**src/rtl/cache_fill_arbiter.sv**
```systemverilog
// Cache fill arbiter: picks one of two pending cache misses (round-robin on
// a tie) and streams the missing block from memory into the winner's data
// array. On the last word it writes the tag into the victim way, then
// pulses the winner's done for one cycle.
module cache_fill_arbiter #(
   parameter int WORDS  = 8,
   parameter int ADDR_W = 16
) (
   input  logic                     clk,
   input  logic                     rst,
   input  logic                     ic_miss,
   input  logic [ADDR_W-1:0]        ic_addr,
   input  logic                     ic_victim,
   input  logic                     dc_miss,
   input  logic [ADDR_W-1:0]        dc_addr,
   input  logic                     dc_victim,
   input  logic                     mem_valid,
   input  logic [15:0]              mem_data,
   output logic                     mem_en,
   output logic [ADDR_W-1:0]        mem_addr,
   output logic                     fill_sel,
   output logic                     fill_we,
   output logic [$clog2(WORDS)-1:0] fill_word,
   output logic [15:0]              fill_data,
   output logic                     meta_write0,
   output logic                     meta_write1,
   output logic [7:0]               meta_tag,
   output logic                     ic_stall,
   output logic                     dc_stall,
   output logic                     ic_done,
   output logic                     dc_done
);

   localparam int CNT_W = $clog2(WORDS);
   localparam logic [CNT_W:0]    ISSUE_END  = (CNT_W+1)'(WORDS);
   localparam logic [CNT_W-1:0]  RECV_LAST  = CNT_W'(WORDS-1);
   localparam logic [CNT_W:0]    ISSUE_ONE  = (CNT_W+1)'(1);
   localparam logic [CNT_W-1:0]  RECV_ONE   = CNT_W'(1);
   localparam logic [ADDR_W-1:0] BLOCK_MASK = ~ADDR_W'(16'h000F);

   typedef enum logic [1:0] {IDLE, FILL, DONE} state_t;

   state_t              state, state_nx;
   logic                owner;      // 0 = I-cache, 1 = D-cache
   logic                victim;     // way receiving the metadata write
   logic                last_dc;    // last grant went to the D-cache
   logic [ADDR_W-1:0]   base;       // block-aligned fill address
   logic [CNT_W:0]      issue_cnt;  // reads issued; extra bit marks "all issued"
   logic [CNT_W-1:0]    recv_cnt;   // words returned so far
   logic                grant_en;
   logic                grant_dc;

   // State register.
   // NOTE: sequential state uses non-blocking (<=) so every flop samples pre-edge values.
   always_ff @(posedge clk or negedge rst) begin
      if (!rst) state <= IDLE;
      else      state <= state_nx;
   end

   // Grant capture and fill counters; request inputs are ignored after grant.
   always_ff @(posedge clk or negedge rst) begin
      if (!rst) begin
         owner     <= 1'b0;
         victim    <= 1'b0;
         last_dc   <= 1'b0;
         base      <= '0;
         issue_cnt <= '0;
         recv_cnt  <= '0;
      end else if (grant_en) begin
         owner     <= grant_dc;
         last_dc   <= grant_dc;
         base      <= (grant_dc ? dc_addr : ic_addr) & BLOCK_MASK;
         victim    <= grant_dc ? dc_victim : ic_victim;
         issue_cnt <= '0;
         recv_cnt  <= '0;
      end else begin
         if (mem_en)  issue_cnt <= issue_cnt + ISSUE_ONE;
         if (fill_we) recv_cnt  <= recv_cnt + RECV_ONE;
      end
   end

   // Next-state, arbitration and all outputs; everything idles at zero.
   always_comb begin
      // NOTE: every output gets a default first so no path can infer a latch.
      state_nx    = state;
      grant_en    = 1'b0;
      grant_dc    = 1'b0;
      mem_en      = 1'b0;
      mem_addr    = '0;
      fill_sel    = 1'b0;
      fill_we     = 1'b0;
      fill_word   = '0;
      fill_data   = '0;
      meta_write0 = 1'b0;
      meta_write1 = 1'b0;
      meta_tag    = '0;
      ic_done     = 1'b0;
      dc_done     = 1'b0;

      case (state)
         IDLE: begin
            if (ic_miss || dc_miss) begin
               grant_en = 1'b1;
               grant_dc = (ic_miss && dc_miss) ? ~last_dc : dc_miss;
               state_nx = FILL;
            end
         end
         FILL: begin
            fill_sel = owner;
            mem_en   = (issue_cnt < ISSUE_END);
            if (mem_en) mem_addr = base + ADDR_W'({issue_cnt, 1'b0});
            if (mem_valid) begin
               fill_we   = 1'b1;
               fill_word = recv_cnt;
               fill_data = mem_data;
               if (recv_cnt == RECV_LAST) begin
                  meta_write0 = ~victim;
                  meta_write1 = victim;
                  meta_tag    = {base[ADDR_W-1 -: 6], 1'b1, 1'b1};
                  state_nx    = DONE;
               end
            end
         end
         DONE: begin
            fill_sel = owner;
            ic_done  = ~owner;
            dc_done  = owner;
            state_nx = IDLE;
         end
         default: state_nx = IDLE;
      endcase

      // Stall while asking or being filled; released in the owner's DONE cycle.
      ic_stall = rst & ((ic_miss & ~ic_done) | ((state == FILL) & ~owner));
      dc_stall = rst & ((dc_miss & ~dc_done) | ((state == FILL) & owner));
   end

endmodule

```
**config.mk**
```make
export PLATFORM = sky130hd
export DESIGN_NAME = cache_fill_arbiter
export DESIGN_NICKNAME = d
export VERILOG_FILES = /design/src/rtl/cache_fill_arbiter.sv
export SDC_FILE = /design/constraint.sdc
export NUM_CORES = 1
export LEC_CHECK = 0
export CAP_MARGIN = 15
export CORE_MARGIN = 2
export CORE_UTILIZATION = 32
export CTS_CLUSTER_DIAMETER = 40
export CTS_CLUSTER_SIZE = 14
export DETAILED_ROUTE_END_ITERATION = 12
export PLACE_DENSITY = 0.85
export SYNTH_ARGS = -nofsm -noshare
export SYNTH_HDL_FRONTEND = slang
export SYNTH_SLANG_ARGS = --single-unit
```
**constraint.sdc**
```tcl
create_clock -name clk -period 1.5 [get_ports clk]
set_clock_uncertainty 0.05 [all_clocks]
set_input_delay 0.225 -clock clk [delete_from_list [all_inputs] [get_ports clk]]
set_output_delay 0.225 -clock clk [all_outputs]
set_load 0.01 [all_outputs]
```
# After elaboration in Yosys (flattened, before gate mapping)
# Cells that the tools add are included.
# totals
register_bits	23
output_inout_bits	52
wordCells	71
# op_classes
n_addsub	3
n_lt_le_gt_ge	1
eq_ne	6
mux	36
bitwise	12
reduce_logical	7
# op_table
cell	n
$mux 16	5
$mux 8	3
$mux 1	18
$add 16x5->16	1
$mux 3	4
$mux 4	2
$and 1x1->1	6
$mux 2	3
$ne 2x2->1 const B	3
$add 4x1->4 const B	1
$lt 4x4->1 const B	1
$not 1->1	4
$pmux 2 s2	1
$reduce_bool 2->1	2
$add 3x1->3 const B	1
$eq 3x3->1 const B	1
$reduce_and 3->1	1
$eq 2x1->1 const B	1
$eq 2x2->1 const B	1
$logic_not 2->1	1
$or 1x1->1	2
$reduce_or 2->1	1
$logic_and 1x1->1	1
$logic_or 1x1->1	1

# Logic depth before layout (Yosys ltp)
# logic_depth
depth_word	6
ltp_mapped	7

# Least setup slack after synthesis
# OpenSTA, ideal clock, no wires.
# synth_path
kind	reg-to-output
from	reg issue_cnt[3]
to	out mem_addr[14]
t_arrival_ps	1506
t_required_ps	1225
setup_slack_ps	-281
path_stages_with_launch	6
path_buffers	0
cell_sequence	dfrtp_1 > and2_1 > ha_1 > nand4_2 > or4_1 > a21oi_1
# synth_via
elab_chain_cells	3
# synth_lines
item	line_no	text
start: declaration	48	logic [CNT_W:0] issue_cnt; // reads issued; extra bit marks "all issued"
start signal: assignment	77	if (mem_en) issue_cnt <= issue_cnt + ISSUE_ONE;
$add 16x5->16 / $lt 4x4->1 (equally long branches)	111, 110	
$mux 16 *	111	if (mem_en) mem_addr = base + ADDR_W'({issue_cnt, 1'b0});
$mux 16 *	100	case (state)
end: declaration	20	output logic [ADDR_W-1:0] mem_addr,
# Mark *: on every way between the ends. The rest lies on a longest branch, timed or not.

# Worst setup path after layout
# Ends and elaborated chain as after synthesis.

==> flow_metrics.tcl <==
set metrics [dict create \
    htreeDepth 1 \
    place_congestion 0.826 \
    syn_to_final_growth_pct 163 \
    cts_buffers 3 \
    core-area_sq_um 4750 \
    dpl.hpwl_mm 4.29 \
    yosysSeqAreaShare 0.363 \
    cts.clk_slew.worst_paths_ps 110 \
    dieArea_sq_um 5530 \
    insertion_delay_ps 290 \
    critPathMaxStageDelay_ps 380 \
    yosysWarnings 0 \
    ant_nets 0 \
    outcome "complete, but fails checks" \
    ios 107 \
    final_cells 435 \
    drc_errors 0 \
    power_mw 7.44 \
    hp-class "in -> async" \
    cts_tree "yes" \
    antenna_found_initial 0 \
    endpoint_kind "primary output" \
    synth_fp_nets 261 \
    ctsHoldBuffers 0 \
    cts.path.max_buffers 2 \
    clkSinkCount 23 \
    p_leak_nw 1.87 \
    critPathArrivalTime_ps 1880 \
    cts-root-buf "clkbuf_8" \
    holdWs_ps 426 \
    final_util 0.877 \
    fillCellCount 196 \
    syn_area_sq_um 1590 \
    rsz0062_at_grt "yes" \
    vias_per_cell 5.76 \
    layout_setup_ws_ps -658 \
    drive_above_1_share 0.690 \
    finalInstanceArea_sq_um 4170 \
    rows 25 \
    fin_nets 432 \
    port-buffer-count 97 \
    fp.dieW_um 74.4 \
    worstPathRequired_ps 1220 \
    tns_ps -26660 \
    syn_avg_cell_area_sq_um 8.01 \
    grt_start_max_net_pins 24 \
    initial_utilization 0.333 \
    ys_types 33 \
    die_h_um 74.4 \
    placedCellCount 386 \
    syn_inst 198 \
    start_kind "register" \
    violations "negative setup slack" \
    dr_total_vias 2507 \
    max_freq_mhz 463 \
    grt_pass1_wl_mm 12.7 \
    power_density_nw_per_um2 1790 \
    setup_viol 74 \
    grt.total_usage 0.308 \
    drtPass1Iterations 5 \
    wirelength_mm 11.0 \
    fin_crit_sh 1.44 \
    slew_viol_final 0 \
    antenna_cells 0 \
    placed_cell_area_sq_um 2960 \
    period_needed_ps 2160 \
    critPathKind "reg -> out" \
    drv_cap 0 \
    drt_iter0_drc 275 \
    pre_cts_ws_ps -702 \
    wire_per_inst_um 25.3 \
    slowest_stage "dfrtp_1" \
    overflow 0 \
    path_max_fanout 3 \
    ir_drop_mv 1.22 \
    hold_viol_final 0 \
    ys_seq_elements 23 \
    grt_pass1_vias 2388 \
    path_cells "and2_4 > ha_4 > nand4_4 > buf_4 > o31ai_1 > a21oi_2 > buf_2" \
]
[cells in the final DEF (no fill, tap or decap), types with 4 or more instances in the layout]
cell	instances
and2_4	21
inv_2	4
nand2_4	5
dfrtp_1	22
buf_4	33
buf_2	4
buf_6	87
a21oi_1	7
o21ai_2	13
a21oi_2	11
ha_4	6
o21ai_4	4
nand2_1	14
buf_8	5
buf_12	4
clkdlybuf4s50_1	46
and3_4	20
o21ai_1	11
[routing by layer]
metal  share of wire  wire, um  up-vias  global-route usage
li1                -         -     1021                   -
met1            0.35      3850     1233               0.378
met5               0         0        -                   0
met4           0.049       545        0               0.121
met2            0.51      5630      194               0.547
met3           0.090       990       59              0.0393
[synthesized netlist by cell type]
cell type | number | area [sq um]
a21bo_2 | 1 | 10.0
a21boi_1 | 1 | 7.51
a21boi_2 | 1 | 11.3
a21oi_1 | 20 | 100
a22oi_1 | 1 | 7.51
a31oi_1 | 1 | 6.26
a41oi_1 | 1 | 8.76
and2_1 | 22 | 138
and3_1 | 20 | 125
buf_2 | 8 | 40.0
buf_4 | 2 | 15.0
clkbuf_1 | 7 | 26.3
conb_1 | 1 | 3.75
dfrtp_1 | 23 | 576
ha_1 | 8 | 100
inv_1 | 7 | 26.3
mux2_2 | 1 | 11.3
nand2_1 | 22 | 82.6
nand2b_1 | 1 | 6.26
nand3_1 | 1 | 5.00
nand3b_1 | 1 | 7.51
nand4_2 | 1 | 12.5
nor2_1 | 6 | 22.5
nor2b_1 | 3 | 18.8
o21a_1 | 1 | 7.51
o21ai_0 | 24 | 120
o21ai_1 | 4 | 20.0
o22ai_1 | 2 | 12.5
o31ai_1 | 1 | 7.51
or3_2 | 1 | 7.51
or4_1 | 1 | 7.51
xnor2_1 | 3 | 26.3
xor2_1 | 1 | 8.76
[flip-flops by register name, summed over array words and instances, names as in the netlist]
name,count
issue_cnt,4
recv_cnt,3
state,2
base,12
last_dc,1
victim,1
[power breakdown]
part,switching [mW],internal [mW],leakage (nW)
clock,0.269,0.188,0.0255
sequential,0.324,0.873,0.291
combinational,2.60,3.19,1.55
total,3.19,4.25,1.87
[layout make-up]
class                           count  area (sq um)  area share
Timing Repair inverter              1          7.51     0.00180
Clock buffer                        3          41.3     0.00991
Multi-Input combinational cell    151          1470       0.353
Clock inverter                      1          5.00     0.00120
Sequential cell                    23           577       0.138
Inverter                            7          36.3     0.00871
Timing Repair Buffer              182          1950       0.467
Tap cell                           67          83.8      0.0201
[worst max-delay path: cells and delay by family (launching register included)]
family	cells	cell delay [ps]
compound gates	2	440
fa+ha+maj	1	150
buf+inv	2	330
flops	1	380
simple gates	2	290
[timing repair]
item / CTS / global route
pin swaps: 41 / 36
gates resized for setup: 368 / 97
buffers inserted: 33 / 19
setup endpoints to repair: 69 / 74
cloned: 8 / 0
[cell families (layout without fill, tap and decap cells)]
group / count (synthesis) / count (layout) / share of synthesized area
other: 1 / 1 / 0.00237
DFF: 23 / 23 / 0.363
and+or+nand+nor: 79 / 79 / 0.273
AOI/OAI and AO/OA: 58 / 58 / 0.201
muxes: 1 / 1 / 0.00710
buffers and inverters: 24 / 194 / 0.0679
adders and majority gates: 8 / 8 / 0.0631
xor gates and xnor gates: 4 / 4 / 0.0221
[path summary, 6_finish.rpt]
path                                          start                        to  slack [ps]  depth (start not counted)
setup / recovery           issue_cnt[3]$_DFFE_PN0P_              mem_addr[14]        -660                          7
hold reg to reg            issue_cnt[1]$_DFFE_PN0P_  issue_cnt[1]$_DFFE_PN0P_         560                          2
setup reg to reg            recv_cnt[0]$_DFFE_PN0P_      state[1]$_DFFE_PN0P_        -310                          7
hold / removal                                  rst      state[1]$_DFFE_PN0P_         430                          2
min in group clk                         ic_addr[7]       base[7]$_DFFE_PN0P_         510                          3
max in group asynchronous                       rst      state[0]$_DFFE_PN0P_         700                          2
Power figures use the tool's default switching activity.
